[src/rtl/serial_pkg.sv]
// serial_pkg: frame definitions shared by the serial transmitter and receiver
package serial_pkg;
  typedef enum logic [1:0] {IDLE, START, DATA, STOP} ser_state_t;
  localparam int SER_DATA_BITS = 8;
  localparam logic SER_IDLE_LEVEL = 1'b1;
endpackage

[src/rtl/rr_arbiter.sv]
// rr_arbiter: combinational round-robin pick of the first req above last, wrapping
module rr_arbiter #(
  parameter int N = 4,
  localparam int W = $clog2(N)
) (
  input  logic [N-1:0] req,
  input  logic [W-1:0] last,
  output logic         grant_valid,
  output logic [W-1:0] grant_idx
);
  logic [W-1:0] j;
  always_comb begin
    grant_valid = 1'b0;
    grant_idx = '0;
    j = '0;
    // walk from farthest to nearest so the nearest asserted request wins
    for (int k = N; k >= 1; k--) begin
      j = W'((int'(last) + k) % N);
      if (req[j]) begin
        grant_valid = 1'b1;
        grant_idx = j;
      end
    end
  end
endmodule

[src/rtl/serial_tx_arbiter.sv]
// serial_tx_arbiter: round-robin shares one idle-high start/8-data/stop serial line among N_REQ byte requesters
module serial_tx_arbiter
  import serial_pkg::*;
#(
  parameter int N_REQ = 4,
  parameter int BIT_CYCLES = 1,
  localparam int W = $clog2(N_REQ)
) (
  input  logic               clk,
  input  logic               reset,
  input  logic [N_REQ-1:0]   req,
  input  logic [8*N_REQ-1:0] data,
  output logic [N_REQ-1:0]   ack,
  output logic               tx,
  output logic               busy,
  output logic               frame_done
);
  ser_state_t state_q, state_d;
  logic [15:0] timer_q, timer_d;
  logic [2:0] idx_q, idx_d;
  logic [SER_DATA_BITS-1:0] shift_q, shift_d;
  logic [W-1:0] last_q, last_d;
  logic [N_REQ-1:0] ack_q, ack_d;
  logic tx_q, tx_d, busy_q, busy_d, done_q, done_d;
  logic bnd, decide, grant_valid;
  logic [W-1:0] grant_idx;
  rr_arbiter #(.N(N_REQ)) u_arb (
    .req(req),
    .last(last_q),
    .grant_valid(grant_valid),
    .grant_idx(grant_idx)
  );
  assign bnd = timer_q == 16'(BIT_CYCLES - 1);
  assign decide = state_q == IDLE || (state_q == STOP && bnd);
  always_comb begin
    state_d = state_q;
    timer_d = (state_q == IDLE || bnd) ? '0 : timer_q + 16'd1;
    idx_d = idx_q;
    shift_d = shift_q;
    last_d = last_q;
    ack_d = '0;
    case (state_q)
      START: begin
        state_d = bnd ? DATA : START;
        idx_d = '0;
      end
      DATA: if (bnd) begin
        state_d = idx_q == 3'(SER_DATA_BITS - 1) ? STOP : DATA;
        idx_d = idx_q + 3'd1;
        shift_d = shift_q >> 1;
      end
      STOP: state_d = bnd ? IDLE : STOP;
      default: state_d = IDLE;
    endcase
    if (decide && grant_valid) begin
      state_d = START;
      timer_d = '0;
      shift_d = data[8*grant_idx +: 8];
      last_d = grant_idx;
      ack_d = N_REQ'(1) << grant_idx;
    end
    // outputs are registered copies of what the next state will present
    tx_d = state_d == START ? 1'b0 : state_d == DATA ? shift_d[0] : SER_IDLE_LEVEL;
    busy_d = state_d != IDLE;
    done_d = state_d == STOP && timer_d == 16'(BIT_CYCLES - 1);
  end
  always_ff @(posedge clk) begin
    if (reset) begin
      state_q <= IDLE;
      timer_q <= '0;
      idx_q <= '0;
      shift_q <= '0;
      last_q <= W'(N_REQ - 1);
      ack_q <= '0;
      tx_q <= SER_IDLE_LEVEL;
      busy_q <= 1'b0;
      done_q <= 1'b0;
    end else begin
      state_q <= state_d;
      timer_q <= timer_d;
      idx_q <= idx_d;
      shift_q <= shift_d;
      last_q <= last_d;
      ack_q <= ack_d;
      tx_q <= tx_d;
      busy_q <= busy_d;
      done_q <= done_d;
    end
  end
  assign ack = ack_q;
  assign tx = tx_q;
  assign busy = busy_q;
  assign frame_done = done_q;
endmodule

[config.mk]
export PLATFORM = sky130hd
export DESIGN_NAME = serial_tx_arbiter
export DESIGN_NICKNAME = d
export VERILOG_FILES = /design/src/rtl/serial_pkg.sv /design/src/rtl/rr_arbiter.sv /design/src/rtl/serial_tx_arbiter.sv
export SDC_FILE = /design/constraint.sdc
export NUM_CORES = 1
export LEC_CHECK = 0
export BUFFER_PORTS_ARGS = -buffer_cell sky130_fd_sc_hd__buf_2
export CORE_MARGIN = 3
export CORE_UTILIZATION = 49
export DETAILED_ROUTE_END_ITERATION = 8
export PLACE_DENSITY = 0.8
export SLEW_MARGIN = 20
export SYNTH_ARGS = -nofsm -noshare
export SYNTH_HDL_FRONTEND = slang
export SYNTH_HIERARCHICAL = 1
export SYNTH_SLANG_ARGS = --single-unit
[constraint.sdc]
create_clock -name clk -period 2 [get_ports clk]
set_input_delay 0.2 -clock clk [delete_from_list [all_inputs] [get_ports clk]]
set_output_delay 0.2 -clock clk [all_outputs]
set_load 0.01 [all_outputs]
# Yosys cells after proc, flatten, opt, wreduce, memory -nomap -nowiden
# Index checks and enable logic that the tools add are counted.
# op_classes
n_lt_le_gt_ge,4
n_mux,31
n_reduce_logical,15
add_sub_neg,6
bitwise,1
n_shift,2
n_eq_ne,8
# ops
operator,count
zero test 16 bit,2
2-to-1 mux 16 bit,2
indexed part select 32 x 6 -> 8 bit,1
2-to-1 mux 8 bit,3
"adder 16 x 1 -> 16 bit, second input constant",1
2-to-1 mux 2 bit,8
"less-than comparator 2 x 3 -> 1 bit, second input constant",4
2-to-1 mux 1 bit,11
binary-select mux 1 bit (select 2 bit),4
"equality test 2 bit, second input constant",4
nonzero test 2 bit,4
one-hot mux 2 bit (3 select lines),1
one-hot mux 3 bit (2 select lines),1
"adder 2 x 1 -> 2 bit, second input constant",2
"adder 2 bit, second input constant",2
"equality test 2 x 1 -> 1 bit, second input constant",2
AND reduction 2 bit,2
"left shift 1 x 2 -> 4 bit, first input constant",1
"adder 3 x 1 -> 3 bit, second input constant",1
"equality test 3 bit, second input constant",1
logical AND 1 bit,3
2-to-1 mux 3 bit,1
zero test 2 bit,1
logical OR 1 bit,2
3 further kinds,3
# totals
regBits,38
out_inout_bits,7

# Logic depth before layout (Yosys ltp)
# logic_depth
ltp_word,12
ltp_mapped,10
ltp_nobuf,8

# Cells and area by module
# The synthesis kept the hierarchy.
# by_module_without_submodules
module,cells_per_inst,instances,area_per_inst_um2,seq_area_each_um2
serial_tx_arbiter,236,1,2159.6,760.7
rr_arbiter,14,1,91.3,0.0

# Worst setup path after synthesis
# No wires, ideal clock.
# synth_path
path_kind,register to register
startpoint,register last_q[1]
endpoint,register shift_q[0]
setup_time_ps,136
slack_ps,-61
synth_period_minus_slack_ps,2061
stages_incl_launch_ff,8
arrival_ps,1925
path_cell_list,dfxtp_1 > nand2b_1 > a21oi_2 > o221ai_2 > clkbuf_1 > mux4_2 > nor2_1 > nor4_1
# synth_via
elab_chain_cells,9
elab_cells_between_ends,23
cone_classes,4 x add/sub; 1 x shift; 17 x mux; 1 x reduce/logical
# synth_lines
element,line_no,rtl
from (decl),serial_tx_arbiter.sv:22,"logic [W-1:0] last_q, last_d;"
from (signal assigned),serial_tx_arbiter.sv:73,last_q <= W'(N_REQ - 1);
from (signal assigned),serial_tx_arbiter.sv:83,last_q <= last_d;
adder 2 x 1 -> 2 bit,rr_arbiter.sv:18,j = W'((int'(last) + k) % N);
binary-select mux 1 bit (select 2 bit),rr_arbiter.sv:19,if (req[j]) begin
2-to-1 mux 1 bit (not written as such),rr_arbiter.sv:19,
2-to-1 mux 2 bit (3 in series),rr_arbiter.sv:19,
2-to-1 mux 2 bit (*),rr_arbiter.sv:19,
via grant_idx[0],serial_tx_arbiter.sv:26,logic [W-1:0] grant_idx;
indexed part select 32 x 6 -> 8 bit (*),serial_tx_arbiter.sv:58,shift_d = data[8*grant_idx +: 8];
2-to-1 mux 8 bit (*),serial_tx_arbiter.sv:55,if (decide && grant_valid) begin
to (signal assigned),serial_tx_arbiter.sv:82,shift_q <= shift_d;
to (decl),serial_tx_arbiter.sv:21,"logic [SER_DATA_BITS-1:0] shift_q, shift_d;"
# The timed path passes the listed nets; every way through them passes the cells marked *. The select of a mux whose other input is x is not followed.
# A chain may end at the register's enable or synchronous reset.

# Worst setup path in the final report
# layout_path
startpoint,register timer_q[0]
endpoint,register shift_q[1]
# layout_via
elab_chain_cells,6
elab_cells_between_ends,8
cone_classes,1 x mux; 7 x reduce/logical
# layout_lines
element,line_no,rtl
from (decl),serial_tx_arbiter.sv:19,"logic [15:0] timer_q, timer_d;"
from (signal assigned),serial_tx_arbiter.sv:80,timer_q <= timer_d;
zero test 16 bit (*),serial_tx_arbiter.sv:33,assign bnd = timer_q == 16'(BIT_CYCLES - 1);
logical AND 1 bit,serial_tx_arbiter.sv:34,assign decide = state_q == IDLE || (state_q == STOP && bnd);
logical OR 1 bit,serial_tx_arbiter.sv:34,
logical AND 1 bit,serial_tx_arbiter.sv:55,
nonzero test 2 bit (no line),--,
AND reduction 2 bit (no line),--,
# Mark *: on every way between the ends. The rest lies on a longest branch, timed or not.

==> impl_metrics.py <==
metrics = {
    "worst_hold_path": {
        "min_from": "reset",
        "hold_end": "idx_q[2]",
        "hold-path-cell-count": 2,
        "hold_path.class": "input port to register",
    },
    "die": {
        "die_h_um": 73.8,
        "fp.dieW_um": 73.8,
        "die_area_um2": 5440,
        "std_cell_rows": 24,
        "initial_core_util_pct": 51.3,
        "coreArea_um2": 4380,
        "num_io_pins": 45,
    },
    "synthesis": {
        "synth_top_area_share_pct": 33.8,
        "synthAdderAreaFrac_pct": 2.22,
        "synth_top_family_by_area": "simple AND/OR/NAND/NOR gates",
        "ys_ff_latch": 38,
        "synth_common_cells": "38 x dfxtp_1, 32 x nor2_1, 14 x nand2_1",
        "async_reset_ff_share_pct": 0,
        "yosysMostFrequentCell": "dfxtp_1",
        "synth_compound_area_share_pct": 11.6,
        "synth_top_cell_by_area": "dfxtp_1",
        "synth_xor_area_share_pct": 6.61,
        "syn_inst": 250,
        "synth_flop_cell": "dfxtp_1",
        "ys_seq_area_share_pct": 33.8,
        "synth-edff-count": 0,
        "ys_types": 47,
        "synthesis.area_um2": 2250,
        "yosys-top-cells-area": "dfxtp_1 34%, mux4_2 8.0%, nor2_1 5.3%, xnor2_1 3.9%, mux2i_1 3.6%",
        "yosysWarnings": 6,
        "synth_nets": 292,
        "avgSynthCellArea_um2": 9.00,
        "yosys-mux-area-fraction_pct": 11.6,
        "yosys.area_share.simple_pct": 28.0,
    },
    "setup_path": {
        "cpPeakStageDelay_ns": 0.34,
        "ff2ff_setup_slack_ns": 0.1,
        "cp_max_fo": 7,
        "endpoint_kind": "register",
        "arrival_ns": 2.11,
        "critPathBufInv": 2,
        "reg2regPathDepth": 9,
        "worstSetupStartpointType": "register",
        "cp_slowest_cell": "dfxtp_1",
        "r2r-end": "shift_q[1]",
        "worstPathCellList": "inv_1 -> ha_1 -> nor4b_4 -> and4_1 -> and3_4 -> o21ai_4 -> buf_4 -> nor2_1 -> a211oi_1",
        "cp_top_family": "simple AND/OR/NAND/NOR gates",
        "crit_type": "register to register",
        "timing.rr.start": "timer_q[0]",
        "cp_data_required_time_ns": 2.21,
    },
    "sta": {
        "fin_crit_ns": 1.90,
        "max_freq_mhz": 526,
        "slew_violations": 0,
        "slew_headroom_pct": 60.8,
        "holdWs_ns": 0.312,
        "postLayoutSetupSlackWorst_ns": 0.0993,
        "tightest_slew_ns": 0.587,
        "skew_ns": 0.00906,
        "post-route-period-util_pct": 95.0,
        "finalHoldViolCount": 0,
        "setup_viol": 0,
    },
    "layout": {
        "fillers": 341,
        "final_core_util_pct": 62.2,
        "area_delta_synth_final_pct": 21.1,
        "layout.nets": 344,
        "antenna_cells": 0,
        "drive_gt1_share_pct": 31.0,
    },
    "drt": {
        "vias": 2059,
        "drc": 0,
        "via_per_inst": 5.80,
        "wire_per_inst_um": 14.7,
        "postRouteWirelength_mm": 5.21,
        "drt-pass1-iter-count": 4,
        "ant_nets": 0,
        "drt_iter0_drc": 177,
    },
    "place": {
        "dp_hpwl_mm": 3.65,
        "gp_congestion": 0.883,
        "port_buffers": 44,
        "place_ws_ns": -0.0931,
    },
    "grt": {
        "antenna_found_initial": 0,
        "grt-busiest-layer": "met2",
        "grt_pass1_vias": 1866,
        "use_met3_pct": 5.34,
        "grt_max_degree": 23,
        "grt.total_usage_pct": 19.6,
        "overflow": 0,
        "use_met2_pct": 30.2,
        "grt_pass1_wl_mm": 8.20,
        "grt_use_met1_pct": 25.8,
    },
    "clocking": {
        "numCtsBuffers": 5,
        "cts_tree": "done",
        "cts_root_buffer": "clkbuf_8",
        "clock_latency_ns": 0.30,
        "clockBufferDepth": 2,
        "cts_sinks": 38,
        "h-tree-depth": 2,
        "clk_pin_slew_ns": 0.08,
    },
    "run_status": {
        "outcome": "finished, final reports clean",
    },
    "power": {
        "p_total_mw": 2.21,
        "power_leakage_nw": 1.12,
        "powerDensity_nw_per_um2": 811,
        "vdd_drop_max_v": 0.000567,
    },
    "flow_run": {
        "maxCapViolCount": 0,
    },
}
cells by family after synthesis:
kind of cell             count (synthesis)
adder cells (fa/ha/maj)                  4
flip-flops                              38
XOR/XNOR                                17
AO/OA/AOI/OAI                           35
multiplexers                            16
buffers and inverters                   26
AND/OR/NAND/NOR                        114
layout make-up:
type | instances | area (um2) | share of cell area [%]
multi-input combinational | 187 | 1390 | 50.8
timing repair buffer | 63 | 392 | 14.4
tap | 52 | 65.1 | 2.39
sequential | 38 | 762 | 28.0
clock inverter | 2 | 12.5 | 0.459
clock buffer | 6 | 82.6 | 3.03
inverter | 7 | 26.3 | 0.964
metal layers:
metal  part of all wire [%]  wire, um  up-vias
li1                       -         -     1001
met1                     46      2380      985
met2                     47      2430       62
met3                    5.5       285       11
met4                    2.0       106        0
met5                      0         0        -
worst max-delay path by stage:
| stage | depth (start not counted) | from | endpoint | slack (ns) |
|---|---|---|---|---|
| final | 9 | timer_q[0] | shift_q[1] | 0.1 |
| after global routing | 9 | timer_q[0] | shift_q[1] | -0.009 |
| after CTS | 8 | timer_q[0] | last_q[1] | 0.04 |
| after detailed placement | 6 | last_q[1] | shift_q[5] | -0.09 |
| after global placement | 6 | last_q[1] | shift_q[0] | -0.03 |
| after floorplan | 10 | timer_q[0] | shift_q[0] | 0.12 |
metrics by stage:
stage          setup TNS, ns  cells  area (um2)
6_report                   0    355        2730
5_1_grt             -0.00852    355        2730
4_1_cts                    0    350        2660
3_5_place_dp          -0.509    342        2560
3_3_place_gp         -0.0298    342        2560
2_1_floorplan              0    250        2250
cell usage in the layout, fill, tap and decap left out, types with 8 or more instances in the layout:
cell type / n
nand3_1: 9
mux4_2: 8
mux2i_1: 8
nor4_1: 8
nand2_1: 14
xnor2_1: 10
buf_4: 16
buf_2: 44
nand2b_1: 8
nor2_1: 32
dfxtp_1: 37
power by group:
part,total (mW),switching (mW),internal (mW)
combinational,0.708,0.336,0.372
clock,0.561,0.284,0.277
sequential,0.942,0.0890,0.853
total,2.21,0.708,1.50
sequential cells by signal, summed over array words and instances (netlist names):
signal,cells
timer_q,16
shift_q,8
ack,4
idx_q,3
last_q,2
state_q,2
busy,1
frame_done,1
tx,1
what timing repair did:
item	4_1_cts	5_1_grt
endpoints found under the setup margin	8	15
setup buffers	0	4
pin swaps	0	4
gates resized for setup	1	6
hold buffers	0	0
cloned	0	1
Note: power is estimated with default switching activity, not from simulation.
